### src/rtl/alu_driver.sv
// Command-side initiator for the combinational ALU: loads a command,
// iterates acc <= alu(op, acc, b) count times, then returns acc.
module alu_driver #(
  parameter int DATA_WIDTH  = 32,
  parameter int OP_WIDTH    = 4,
  parameter int COUNT_WIDTH = 8
) (
  input  logic                   clk,
  input  logic                   rst_n,
  input  logic                   cmd_valid,
  output logic                   cmd_ready,
  input  logic [OP_WIDTH-1:0]    cmd_op,
  input  logic [DATA_WIDTH-1:0]  cmd_a,
  input  logic [DATA_WIDTH-1:0]  cmd_b,
  input  logic [COUNT_WIDTH-1:0] cmd_count,
  output logic [OP_WIDTH-1:0]    alu_op,
  output logic [DATA_WIDTH-1:0]  alu_i1,
  output logic [DATA_WIDTH-1:0]  alu_i2,
  input  logic [DATA_WIDTH-1:0]  alu_o,
  output logic                   rsp_valid,
  input  logic                   rsp_ready,
  output logic [DATA_WIDTH-1:0]  rsp_data,
  output logic                   busy
);

  typedef enum logic [1:0] {
    IDLE = 2'd0,
    EXEC = 2'd1,
    RESP = 2'd2
  } state_e;

  state_e                 state_q, state_d;
  logic [OP_WIDTH-1:0]    op_q, op_d;
  logic [DATA_WIDTH-1:0]  acc_q, acc_d;
  logic [DATA_WIDTH-1:0]  b_q, b_d;
  logic [COUNT_WIDTH-1:0] rem_q, rem_d;
  logic                   rsp_valid_q, rsp_valid_d;
  logic                   busy_q, busy_d;

  always_comb begin
    state_d = state_q;
    op_d    = op_q;
    acc_d   = acc_q;
    b_d     = b_q;
    rem_d   = rem_q;
    unique case (state_q)
      IDLE: begin
        if (cmd_valid) begin
          op_d  = cmd_op;
          acc_d = cmd_a;
          b_d   = cmd_b;
          rem_d = cmd_count;
          if (cmd_count == '0) state_d = RESP;
          else                 state_d = EXEC;
        end
      end
      EXEC: begin
        acc_d = alu_o;
        if (rem_q != '0) rem_d = rem_q - 1'b1;
        // remaining==1 means this edge performs the last pass
        if (rem_q <= COUNT_WIDTH'(1)) state_d = RESP;
      end
      RESP: begin
        if (rsp_ready) state_d = IDLE;
      end
      default: state_d = IDLE;
    endcase
    rsp_valid_d = (state_d == RESP);
    busy_d      = (state_d != IDLE);
  end

  always_ff @(posedge clk or negedge rst_n) begin
    if (!rst_n) begin
      state_q     <= IDLE;
      op_q        <= '0;
      acc_q       <= '0;
      b_q         <= '0;
      rem_q       <= '0;
      rsp_valid_q <= 1'b0;
      busy_q      <= 1'b0;
    end else begin
      state_q     <= state_d;
      op_q        <= op_d;
      acc_q       <= acc_d;
      b_q         <= b_d;
      rem_q       <= rem_d;
      rsp_valid_q <= rsp_valid_d;
      busy_q      <= busy_d;
    end
  end

  assign cmd_ready = rst_n & (state_q == IDLE);
  assign alu_op    = op_q;
  assign alu_i1    = acc_q;
  assign alu_i2    = b_q;
  assign rsp_data  = acc_q;
  assign rsp_valid = rsp_valid_q;
  assign busy      = busy_q;

endmodule

### config.mk
export PLATFORM = sky130hd
export DESIGN_NAME = alu_driver
export DESIGN_NICKNAME = d
export VERILOG_FILES = /design/src/rtl/alu_driver.sv
export SDC_FILE = /design/constraint.sdc
export NUM_CORES = 1
export LEC_CHECK = 0
export ABC_AREA = 1
export BUFFER_PORTS_ARGS = -buffer_cell sky130_fd_sc_hd__buf_2
export CAP_MARGIN = 20
export CORE_ASPECT_RATIO = 0.9
export CORE_MARGIN = 2
export CORE_UTILIZATION = 40
export CTS_CLUSTER_DIAMETER = 150
export DETAILED_ROUTE_END_ITERATION = 16
export GPL_TIMING_DRIVEN = 1
export PLACE_DENSITY_LB_ADDON = 0.1
export SLEW_MARGIN = 20
export SYNTH_ARGS = -nofsm -noshare
export SYNTH_HDL_FRONTEND = slang
export SYNTH_SLANG_ARGS = --single-unit
### constraint.sdc
create_clock -name clk -period 1.3 [get_ports clk]
set_clock_uncertainty 0.1 [all_clocks]
set_input_delay 0.065 -clock clk [delete_from_list [all_inputs] [get_ports clk]]
set_output_delay 0.065 -clock clk [all_outputs]
set_load 0.02 [all_outputs]
==> flow_summary.yaml <==
timing:
  setup_viol: 81
  finalMaxSlewViolations: 0
  setup_slack_ns: -0.176
  tns_ns: -7.06
  fmax_mhz: 677
  finalCriticalPeriod_ns: 1.48
  worstMarginPinSlew_ns: 0.445
  fin_crit_sh_pct: 114
  slew_headroom_pct: 70.4
  rsz0062_at_grt: "yes"
  hold_viol_final: 0
critical_path:
  crit_chain: "buf_4 > ha_1 > o21a_1 > nand3_1 > nand2_1 > nor2_2 > nand2_1"
  arrival_ns: 1.62
  cp.required_ns: 1.45
  worstSetupStartpointType: "flip-flop"
  critPathMaxStageDelay_ns: 0.43
  criticalPathCategory: "reg -> reg"
  path_max_fanout: 4
  end_kind: "flip-flop"
  reg2regPathDepth: 7
  cpMostUsedCell: "nand2_1"
  critPathSlowestCell: "dfrtp_1"
synth:
  synth_xor_area_share_pct: 0
  synthAdderAreaFrac_pct: 0.655
  ys_ff_latch: 80
  synth_compound_area_share_pct: 1.64
  synth_area_um2: 3820
  seq_area_frac_synth_pct: 52.4
  yosysWarningCount: 0
  synth.avg_cell_area_um2: 7.95
  syn_inst: 481
  muxShareOfSynthArea_pct: 0
  yosys.area_share.simple_pct: 34.4
  synthesis.nets: 595
  synth_top_family_by_area: "simple AND/OR/NAND/NOR gates"
  synth_cell_types: 20
die:
  std_cell_rows: 33
  ioPinCount: 215
  die_w_um: 107
  core-area_um2: 9210
  dieArea_um2: 10400
  start_util_pct: 41.5
  die_h_um: 96.7
clock_network:
  clk_pin_slew_ns: 0.09
  clock_latency_ns: 0.35
  clock-sinks: 80
  cts_made_buffers: 9
  clockBufferDepth: 2
  cts_tree: "yes"
  cts_max_level: 3
  cts-root-buf: "clkbuf_8"
drt:
  drc: 0
  ant_nets: 0
  drt_first_pass_iters: 5
  wl_per_cell_um: 17.8
  viasPerCell: 5.05
  drt_iter0_drc: 276
  routed_wl_um: 17000
  num_vias: 4795
global_route:
  gr-total-overflow: 0
  antenna_found_initial: 1
  grt_use_total_pct: 25.0
  grt_pass1_vias: 4390
  grt_pass1_wl_um: 20700
  grt_max_degree: 34
pwr:
  power_density_nw_per_um2: 2170
  pwr-share-clk_pct: 11.7
  combPwrFrac_pct: 60.1
  p_sw_w: 0.00816
  ir_drop_mv: 1.30
  totalPowerFinal_w: 0.0169
  switching_share_pct: 48.2
  leakage_nw: 4.26
  intPower_w: 0.00879
  seq_power_share_pct: 28.2
hold_path:
  hold_class: "in -> reg"
  hold_depth: 6
run:
  drv_cap: 0
finish:
  nNetsFinal: 936
  drive_gt1_share_pct: 57.3
  syn_to_final_growth_pct: 104
placed_design:
  numPortBuffers: 214
  gp_congestion: 0.844
  hpwlAfterDp_um: 8230
outcome:
  status: "finished, violations left"
  violations: "setup timing"
-- cell usage after synthesis --
library cell / instances / area (µm²)
dfrtp_1: 80 / 2000
o21ai_1: 3 / 15.0
inv_1: 11 / 41.3
buf_4: 34 / 255
o21ai_0: 6 / 30.0
nand2_1: 218 / 818
ha_1: 2 / 25.0
inv_2: 6 / 22.5
nor2_4: 1 / 11.3
nand3_1: 72 / 360
nand3_2: 1 / 10.0
nor3b_1: 1 / 7.51
a21oi_1: 2 / 10.0
o21a_1: 1 / 7.51
nand3_4: 1 / 17.5
nand4_1: 1 / 6.26
nand2_2: 1 / 6.26
nor3_1: 1 / 5.00
nor2_1: 19 / 71.3
buf_2: 20 / 100
-- kinds of logic (layout without fill, tap and decap cells) --
logic type	Yosys count	after routing
adder cells (fa/ha/maj)	2	2
AO/OA/AOI/OAI	12	12
other	0	1
AND/OR/NAND/NOR	316	316
buffers and inverters	71	417
flip-flops	80	80
-- critical path: cells and delay by family, from the launching register on --
family | cells | cell delay [ns]
AO/OA/AOI/OAI | 1 | 0.17
adder cells (fa/ha/maj) | 1 | 0.18
buffers and inverters | 1 | 0.15
flip-flops | 1 | 0.43
AND/OR/NAND/NOR | 4 | 0.34
-- power groups by stage --
stage                     clock network (W)  registers, W  logic (W)
final                               0.00199       0.00478     0.0102
after global routing                0.00211       0.00491     0.0109
after CTS                           0.00199       0.00449    0.00800
after detailed placement                  0       0.00451    0.00748
after global placement                    0       0.00447    0.00741
after floorplan                           0       0.00573    0.00390
-- placed cells by master (no fill, tap or decap), types with 2 or more instances in the layout --
cell type      Yosys  routed
inv_2              6       6
buf_2             20     212
inv_6              0       2
buf_16             0       2
buf_8              0       3
o21ai_1            3       6
nand3_4            1      12
dfrtp_1           80      79
dlygate4sd3_1      0     109
nor2_2             0       2
o21ai_0            6       3
nor2_4             1       2
nand2_1          218     115
a21oi_1            2       2
nand3_1           72      10
inv_1             11       9
nand2_4            0      44
clkbuf_8           0      11
nor2_1            19      16
buf_6              0       8
buf_4             34      29
buf_12             0       9
clkbuf_16          0      11
clkinvlp_4         0       2
nand2_2            1      60
nand3_2            1      52
-- through the flow --
step           std cells  hold slack, ns  setup slack [ns]  cell area [µm²]  utilization (%)
2_1_floorplan        481          -0.331           -0.0623             3850                -
3_3_place_gp         795         0.00581            -0.104             5010             54.4
3_5_place_dp         795          0.0114            -0.154             5010             54.4
4_1_cts              925          0.0185            -0.113             6450             70.1
5_1_grt              950          0.0679            -0.292             7800             84.7
6_report             950          0.0451            -0.176             7800             84.7
-- state kept, by name, summed over array words and instances (netlist names) --
name and flops:
rsp_valid 1, alu_i1 32, alu_i2 32, state_q 2, rem_q 8, busy 1
alu_op 4
-- metal layers --
metal | routed length [µm] | GRT usage [%] | share of wire, %
met1 | 6340 | 29.4 | 37
met2 | 9020 | 45.3 | 53
met3 | 1080 | 4.78 | 6.4
met4 | 505 | 7.99 | 3.0
met5 | 0 | 0 | 0
-- what timing repair did --
action,4_1_cts,5_1_grt
gates resized for setup,20,242
endpoints found under the setup margin,70,81
cloned,2,16
endpoints found under the hold margin,156,0
hold buffers,109,0
buffers inserted,3,10
pin swaps,6,52
-- area by class of cell --
type,count,area (µm²)
Timing Repair inverter,1,16.3
Multi-Input combinational cell,330,2300
Tap cell,122,153
Clock inverter,5,62.6
Sequential cell,80,2000
Antenna cell,1,2.50
Inverter,17,95.1
Fill cell,483,1410
Clock buffer,11,151
Timing Repair Buffer,383,3020
-- worst paths after layout --
check / slack, ns / to / start
worst max-delay path: -0.18 / busy / rem_q[0]
worst min-delay path: 0.05 / rsp_valid / rsp_ready
worst max register to register: -0.18 / busy / rem_q[0]
worst min register to register: 0.37 / alu_i2[17] / alu_i2[17]
max in group asynchronous: 0.53 / state_q[1] / rst_n
min in group asynchronous: 0.18 / alu_i1[9] / rst_n
Note: power is estimated with default switching activity, not from simulation.
